==> config.mk <==
export PLATFORM = sky130hd
export DESIGN_NAME = demux_scatter_flat
export DESIGN_NICKNAME = d
export VERILOG_FILES = /design/src/rtl/demux_scatter_if.sv /design/src/rtl/demux_scatter.sv /design/src/flat_wrapper.sv
export SDC_FILE = /design/constraint.sdc
export NUM_CORES = 1
export LEC_CHECK = 0
export BUFFER_PORTS_ARGS = -buffer_cell sky130_fd_sc_hd__buf_2
export CAP_MARGIN = 10
export CELL_PAD_IN_SITES_DETAIL_PLACEMENT = 1
export CELL_PAD_IN_SITES_GLOBAL_PLACEMENT = 1
export CORE_UTILIZATION = 42
export DETAILED_ROUTE_END_ITERATION = 7
export GPL_TIMING_DRIVEN = 0
export PLACE_DENSITY_LB_ADDON = 0.08
export RECOVER_POWER = 25
export SYNTH_ARGS = -nofsm -noshare
export SYNTH_HDL_FRONTEND = slang
export SYNTH_SLANG_ARGS = --single-unit
==> constraint.sdc <==
create_clock -name clk -period 4 [get_ports clk]
set_clock_uncertainty 0.2 [all_clocks]
set_input_delay 0 -clock clk [delete_from_list [all_inputs] [get_ports clk]]
set_output_delay 0 -clock clk [all_outputs]
set_load 0.005 [all_outputs]
==> src/rtl/demux_scatter_if.sv <==
// Handshake/bus bundle for demux_scatter: beat input, frame output and status.
// The slave modport is the scatter block; the master modport is its driver.
interface demux_scatter_if #(
    parameter int LANES = 16,
    parameter int SEL_W = 4
);
    logic             in_valid;
    logic             in_ready;
    logic [SEL_W-1:0] in_sel;
    logic             in_bit;
    logic             clear;
    logic [LANES-1:0] q;
    logic [LANES-1:0] written;
    logic             frame_valid;
    logic             frame_ready;
    logic             dup_err;
    logic [3:0]       grp_done;

    modport slave (
        input  in_valid, in_sel, in_bit, clear, frame_ready,
        output in_ready, q, written, frame_valid, dup_err, grp_done
    );

    modport master (
        output in_valid, in_sel, in_bit, clear, frame_ready,
        input  in_ready, q, written, frame_valid, dup_err, grp_done
    );
endinterface

==> src/rtl/demux_scatter.sv <==
// Scatters (select, bit) beats into LANES lanes and hands the full word off as a frame.
// Optional group-complete flags on grp_done are enabled with macro DEMUX_GROUP_DONE_EN.
module demux_scatter #(
    parameter int LANES = 16,
    parameter int SEL_W = 4
) (
    input  logic            clk,
    input  logic            rst_n,
    demux_scatter_if.slave  bus
);
    typedef enum logic {
        ST_COLLECT = 1'b0,
        ST_HOLD    = 1'b1
    } state_t;

    if (LANES < 2 || LANES > 16 || LANES != (1 << SEL_W)) begin : g_bad_cfg
        $error("demux_scatter: LANES must be a power of two in 2..16 equal to 2**SEL_W");
    end

    state_t           r_state;
    state_t           w_state_nxt;
    logic             r_in_ready;
    logic             r_frame_valid;
    logic             r_dup_err;
    logic [LANES-1:0] r_q;
    logic [LANES-1:0] r_written;
    logic [LANES-1:0] w_lane_we;
    logic [LANES-1:0] w_written_nxt;
    logic             w_accept;
    logic             w_dup;
    logic             w_handoff;
    logic             w_flush;
    logic [3:0]       w_grp;

    // Beat acceptance, lane decode and next-state selection.
    always_comb begin
        w_accept      = bus.in_valid & r_in_ready & ~bus.clear;
        w_lane_we     = {LANES{1'b0}};
        w_dup         = 1'b0;
        w_handoff     = (r_state == ST_HOLD) & r_frame_valid & bus.frame_ready & ~bus.clear;
        w_flush       = bus.clear | w_handoff;
        w_state_nxt   = r_state;
        if (w_accept) begin
            w_lane_we = {{(LANES-1){1'b0}}, 1'b1} << bus.in_sel;
            w_dup     = r_written[bus.in_sel];
        end else begin
            w_lane_we = {LANES{1'b0}};
            w_dup     = 1'b0;
        end
        w_written_nxt = r_written | w_lane_we;
        case (r_state)
            ST_COLLECT: begin
                if (w_accept && (&w_written_nxt)) begin
                    w_state_nxt = ST_HOLD;
                end else begin
                    w_state_nxt = ST_COLLECT;
                end
            end
            ST_HOLD: begin
                if (w_handoff) begin
                    w_state_nxt = ST_COLLECT;
                end else begin
                    w_state_nxt = ST_HOLD;
                end
            end
            default: w_state_nxt = ST_COLLECT;
        endcase
        if (bus.clear) begin
            w_state_nxt = ST_COLLECT;
        end else begin
            w_state_nxt = w_state_nxt;
        end
    end

    // State register; in_ready and frame_valid are registered decodes of the next state.
    always_ff @(posedge clk or negedge rst_n) begin
        if (!rst_n) begin
            r_state       <= ST_COLLECT;
            r_in_ready    <= 1'b0;
            r_frame_valid <= 1'b0;
        end else begin
            r_state       <= w_state_nxt;
            r_in_ready    <= (w_state_nxt == ST_COLLECT);
            r_frame_valid <= (w_state_nxt == ST_HOLD);
        end
    end

    // Sticky duplicate-write flag; only reset or clear removes it, a handoff keeps it.
    always_ff @(posedge clk or negedge rst_n) begin
        if (!rst_n) begin
            r_dup_err <= 1'b0;
        end else if (bus.clear) begin
            r_dup_err <= 1'b0;
        end else if (w_dup) begin
            r_dup_err <= 1'b1;
        end else begin
            r_dup_err <= r_dup_err;
        end
    end

    for (genvar i = 0; i < LANES; i++) begin : g_lane
        // Per-lane data bit and written flag.
        always_ff @(posedge clk or negedge rst_n) begin
            if (!rst_n) begin
                r_q[i]       <= 1'b0;
                r_written[i] <= 1'b0;
            end else if (w_flush) begin
                r_q[i]       <= 1'b0;
                r_written[i] <= 1'b0;
            end else if (w_lane_we[i]) begin
                r_q[i]       <= bus.in_bit;
                r_written[i] <= 1'b1;
            end else begin
                r_q[i]       <= r_q[i];
                r_written[i] <= r_written[i];
            end
        end
    end

`ifdef DEMUX_GROUP_DONE_EN
    // AND of the first n written flags, clipped to the lanes that exist.
    function automatic logic grp_and(input logic [LANES-1:0] w, input int n);
        logic a;
        a = 1'b1;
        for (int k = 0; k < LANES; k++) begin
            if (k < n) begin
                a = a & w[k];
            end else begin
                a = a;
            end
        end
        return a;
    endfunction

    assign w_grp = {grp_and(r_written, LANES), grp_and(r_written, 8),
                    grp_and(r_written, 4), grp_and(r_written, 2)};
`else
    assign w_grp = 4'b0000;
`endif

    assign bus.in_ready    = r_in_ready;
    assign bus.q           = r_q;
    assign bus.written     = r_written;
    assign bus.frame_valid = r_frame_valid;
    assign bus.dup_err     = r_dup_err;
    assign bus.grp_done    = w_grp;
endmodule

==> src/flat_wrapper.sv <==
// flat-port wrapper written by rule: the top's interface ports become plain ports
module demux_scatter_flat 
#(
    parameter int LANES = 16,
    parameter int SEL_W = 4
)
  (clk, rst_n, bus_in_valid, bus_in_sel, bus_in_bit, bus_clear, bus_frame_ready, bus_in_ready, bus_q, bus_written, bus_frame_valid, bus_dup_err, bus_grp_done);
  demux_scatter_if #(.LANES(LANES), .SEL_W(SEL_W)) bus_i ();
  input  logic clk;
  input  logic rst_n;
  input wire logic [$bits(bus_i.in_valid)-1:0] bus_in_valid;
  input wire logic [$bits(bus_i.in_sel)-1:0] bus_in_sel;
  input wire logic [$bits(bus_i.in_bit)-1:0] bus_in_bit;
  input wire logic [$bits(bus_i.clear)-1:0] bus_clear;
  input wire logic [$bits(bus_i.frame_ready)-1:0] bus_frame_ready;
  output wire logic [$bits(bus_i.in_ready)-1:0] bus_in_ready;
  output wire logic [$bits(bus_i.q)-1:0] bus_q;
  output wire logic [$bits(bus_i.written)-1:0] bus_written;
  output wire logic [$bits(bus_i.frame_valid)-1:0] bus_frame_valid;
  output wire logic [$bits(bus_i.dup_err)-1:0] bus_dup_err;
  output wire logic [$bits(bus_i.grp_done)-1:0] bus_grp_done;
  assign bus_i.in_valid = bus_in_valid;
  assign bus_i.in_sel = bus_in_sel;
  assign bus_i.in_bit = bus_in_bit;
  assign bus_i.clear = bus_clear;
  assign bus_i.frame_ready = bus_frame_ready;
  assign bus_in_ready = bus_i.in_ready;
  assign bus_q = bus_i.q;
  assign bus_written = bus_i.written;
  assign bus_frame_valid = bus_i.frame_valid;
  assign bus_dup_err = bus_i.dup_err;
  assign bus_grp_done = bus_i.grp_done;
  demux_scatter #(.LANES(LANES), .SEL_W(SEL_W)) u_core (.clk(clk), .rst_n(rst_n), .bus(bus_i));
endmodule
==> Word-level counts from Yosys, hierarchy flattened <==
Index checks and enable logic that the tools add are counted.
{ "op_classes": {"order_cmp": 1, "shifts": 1, "mux": 74, "bitwise_logic": 9, "n_reduce_logical": 19} }
{ "ops": {"columns": ["operator", "n"], "rows": [
  ["2-to-1 mux 1 bit", 71],
  ["nonzero test 2 bit", 17],
  ["2-to-1 mux 16 bit", 1],
  ["OR 16 bit", 1],
  ["AND reduction 16 bit", 1],
  ["left shift 1 x 4 -> 16 bit (first input constant)", 1],
  ["< comparator 4 x 5 -> 1 bit (second input constant)", 1],
  ["bitwise AND 1 bit", 4],
  ["binary-select mux 1 bit (select 4 bit)", 1],
  ["inverter 1 bit", 3],
  ["case mux 1 bit (2 select lines)", 1],
  ["logical AND 1 bit", 1],
  ["OR 1 bit", 1]
]} }
{ "totals": {"regBits": 35, "in_bits": 10} }

==> Longest topological paths before layout <==
{ "depth": {"depth_word": 10, "depth_mapped": 7, "depth_no_buf": 5} }

==> Worst setup path after synthesis <==
OpenSTA, ideal clock, no wires.
{ "synth_path": {"path_kind": "register to register", "startpoint": "register u_core.r_in_ready (netlist: u_core.bus.in_ready)", "endpoint": "register u_core.r_q[15] (netlist: u_core.bus.q[15])", "t_arrival_ns": 1.354, "t_required_ns": 3.668, "slack_ns": 2.314, "stages_incl_launch_ff": 8, "path_buffers": 2, "synth_period_minus_slack_ns": 1.686, "cell_sequence": "dfrtp_1 > and4b_1 > buf_4 > and2_1 > buf_6 > and2b_1 > mux2i_1 > nor2_1"} }
{ "synth_via": {"elab_chain_len": 4} }
{ "synth_lines": {"columns": ["element", "line_no", "text"], "rows": [
  ["start, declared", "demux_scatter.sv:22", "logic r_in_ready;"],
  ["start signal, assigned", "demux_scatter.sv:83", "r_in_ready <= (w_state_nxt == ST_COLLECT);"],
  ["bitwise AND 1 bit (2 in series)", "demux_scatter.sv:37", "w_accept = bus.in_valid & r_in_ready & ~bus.clear;"],
  ["2-to-1 mux 16 bit", "demux_scatter.sv:43", "if (w_accept) begin"],
  ["nonzero test 2 bit (no line)", null, null],
  ["end signal, assigned by index", "demux_scatter.sv:111", "r_q[i] <= bus.in_bit;"],
  ["end signal, assigned by index", "demux_scatter.sv:114", "r_q[i] <= r_q[i];"],
  ["end, declared", "demux_scatter.sv:25", "logic [LANES-1:0] r_q;"]
]} }
Every way passes these cells.
A chain may end at the register's enable or synchronous reset.

==> Worst setup path after layout <==
{ "layout_path": {"startpoint": "register u_core.r_written[4] (netlist: u_core.bus.written[4])", "endpoint": "register u_core.r_dup_err (netlist: u_core.bus.dup_err)"} }
{ "layout_via": {"elab_chain_len": 4} }
{ "layout_lines": {"columns": ["element", "line_no", "text"], "rows": [
  ["start, declared", "demux_scatter.sv:26", "logic [LANES-1:0] r_written;"],
  ["start signal, assigned by index", "demux_scatter.sv:115", "r_written[i] <= r_written[i];"],
  ["binary-select mux 1 bit (select 4 bit)", "demux_scatter.sv:45", "w_dup = r_written[bus.in_sel];"],
  ["2-to-1 mux 1 bit (implied by the code)", "demux_scatter.sv:45", null],
  ["2-to-1 mux 1 bit", "demux_scatter.sv:43", null],
  ["nonzero test 2 bit (no line)", null, null],
  ["end signal, assigned", "demux_scatter.sv:97", "r_dup_err <= r_dup_err;"],
  ["end, declared", "demux_scatter.sv:24", "logic r_dup_err;"]
]} }
Every way passes these cells. The select of a mux whose other input is x is not followed.

==> metrics.txt <==
top sig layer=met4; vias in the first global route=between 1500 and 2000; die outline height=between 60 and 70 um; total congestion overflow=0; max cap viols=0; Worst-Skew Late Latency=0.30 ns; met1 wire length=2.538 mm; drt drc=0; share of cells above drive strength 1=24.71%; post-synthesis sequential area ratio=45.81%; setup_tns=0 ns; Tightest Pin Transition=0.8137 ns; final hold viol count=0; Die Span X=69.47 um; routed length per instance=17.50 um; FF-to-FF path depth=6; met2 wire len=2.694 mm; diode count=0; Nets=272; Max VDD drop=0.1792 mV; CP Cell Sequence=mux4_1, mux2i_1, nor2_1, a21oi_1, o21ai_0, dlygate4sd3_1; Worst Setup Start Kind=flop; Area Growth Syn to Fin=25.85%; Detail Route Antenna Nets=0; post-synthesis register bit count=35; clk sink count=35; die area=4826 um2; io pins=slightly below 50; vias post-DR=1723; 1st-pass router iterations=4; most frequent cells in the layout=buf_2 (38), dfrtp_1 (35), nand2_1 (28); slowest CP cell=dlygate4sd3_1; gr usage total=24.63%; minimum clock period=2.291 ns; CP Depth=6; pwr dens=323.3 nW/um2; final wirelength=5.513 mm; TritonCTS clock tree=done; maximum clock path buffer count=2; critical path class=reg2reg; crit path DAT=2.28 ns; Main synth FF type=dfrtp_1; Initial Utilization=43.91%; EDFF count, synth=0; first-pass GRT wire length=9.025 mm; Hold Path Depth=5; worst path required time=3.99 ns; leading cell type in the layout, fill and taps excluded=buf_2; LEAKAGE=0.001144 uW; CTS root buf=clkbuf_8; status=complete, no violations; Mapped Avg Cell Area=9.559 um2; Setup crit end kind=flop; Cells after Synth=200; antenna violations before repair=0; Placer Congestion=0.8234; core footprint=4354 um2; total power=just under 800 uW; Yosys warning total=0; placed cells=297; synth unique cells=40; Worst path top cell family by delay=multiplexers; fmax=0.4365 GHz; Async SR Flop Fraction=100.0%; Clock transition at path regs=0.08 ns; Synth Cell Area=1912 um2; WP buf/inv=1; Max Slew Vio Count=0; met3 wire len=190 um; Rows=24; Final Non-Filler Cells=315; DP HPWL=3.713 mm; Crit Path Max Fanout=5; DRT iter0 DRCs=107; Min-Delay Path Class=in2reg; port bufs=42; RSZ-0062 raised after global routing=false; Final setup viols=0; CTS Buf Count=5; period utilization=57.28%; slew margin rel.=45.75%; slowest cell delay on critical path=between 0.5 and 0.6 ns; H-Tree Depth=2; Via-to-Cell Ratio=5.470; largest net degree at the start of global routing=36
-- cell usage after synthesis (2+ instances only) --
| master | count | area [um2] |
|---|---|---|
| dfrtp_1 | 35 | 875.8 |
| nand2_1 | 28 | 105.1 |
| nor2_1 | 24 | 90.09 |
| a21oi_1 | 22 | 110.1 |
| nand3_1 | 11 | 55.05 |
| mux2i_1 | 9 | 90.09 |
| buf_4 | 6 | 45.04 |
| and2_1 | 4 | 25.02 |
| buf_2 | 4 | 20.02 |
| clkbuf_1 | 4 | 15.01 |
| nor2b_1 | 4 | 25.02 |
| nor3_1 | 4 | 20.02 |
| and3_1 | 3 | 18.77 |
| and4b_1 | 3 | 30.03 |
| buf_6 | 3 | 33.78 |
| mux2_2 | 3 | 33.78 |
| a211oi_1 | 2 | 15.01 |
| and2b_1 | 2 | 15.01 |
| mux4_1 | 2 | 52.55 |
| mux4_2 | 2 | 45.04 |
| nand2b_1 | 2 | 12.51 |
| nand4_1 | 2 | 12.51 |
| nor3b_1 | 2 | 15.01 |
| nor3b_2 | 2 | 25.02 |
| o21a_1 | 2 | 15.01 |
-- repair_timing --
item	4_1_cts	5_1_grt
setup endpoints to repair	0	0
buffers inserted	0	0
endpoints found under the hold margin	53	0
hold buffers	10	0
gates resized for setup	0	0
-- worst min-delay path, cell delays in order --
cell and delay [ns]:
buf_2 0.12, nand4b_1 0.20, nor3_1 0.11, nor2_1 0.08, nor2_1 0.04
-- kinds of logic (layout without fill, tap and decap cells) --
group           count (synthesis)  count (layout)  synth area share [%]
mux                            16              16                 11.58
buf+inv                        18              78                 6.151
compound gates                 34              34                 10.47
other cells                     1               4                0.1961
simple gates                   96              96                 25.78
flops                          35              35                 45.81
-- per-layer routing --
metal  up-vias  GRT usage, %
met5         -             0
met4         0         9.524
met3         8         3.343
met2        36         40.88
met1       865         32.64
li1        814             -
-- metrics by stage --
step	area (um2)	utilization [%]	hold WS, ns	setup WS, ns
final	2406	55.26	0.08446	1.709
after global placement	2198	50.49	-0.06464	2.096
after floorplan	1923	-	-0.4956	2.314
after CTS	2416	55.49	0.07536	1.735
after detailed placement	2198	50.49	-0.05155	2.059
after global routing	2406	55.26	0.1349	1.600
-- cell type report --
cell class	instances	area, um2
clock inverters	2	35.03
fillers	531	1948
well taps	52	65.06
clock buffers	6	82.58
flip-flops and latches	35	875.8
plain buffers	17	113.9
inverters	1	3.754
repair buffers	52	300.3
multi-input cells	150	929.6
-- power breakdown --
group | total [uW] | internal [uW] | switching [uW] | leakage, uW
Clock | 339 | 202 | 137 | 0.0000612
Combinational | 78.9 | 30.0 | 48.9 | 0.000600
Sequential | 360 | 357 | 3.35 | 0.000483
Total | 778 | 588 | 189 | 0.00114
-- flip-flops by register name (all words and copies together), names as in the netlist --
signal / cells
u_core.r_state: 1
u_core.bus.in_ready: 1
u_core.bus.dup_err: 1
u_core.bus.written: 16
u_core.bus.q: 16
-- worst paths after layout --
| kind | to | slack [ns] | startpoint |
|---|---|---|---|
| max | u_core.bus.dup_err | 1.71 | u_core.bus.written[4] |
| min | u_core.bus.written[10] | 0.08 | bus_in_valid |
| max reg2reg | u_core.bus.dup_err | 1.71 | u_core.bus.written[4] |
| min reg2reg | u_core.bus.q[2] | 0.32 | u_core.bus.q[2] |
| max in group asynchronous | u_core.bus.q[0] | 2.94 | rst_n |
| min in group asynchronous | u_core.bus.q[10] | 0.13 | rst_n |
Power figures use the tool's default switching activity.
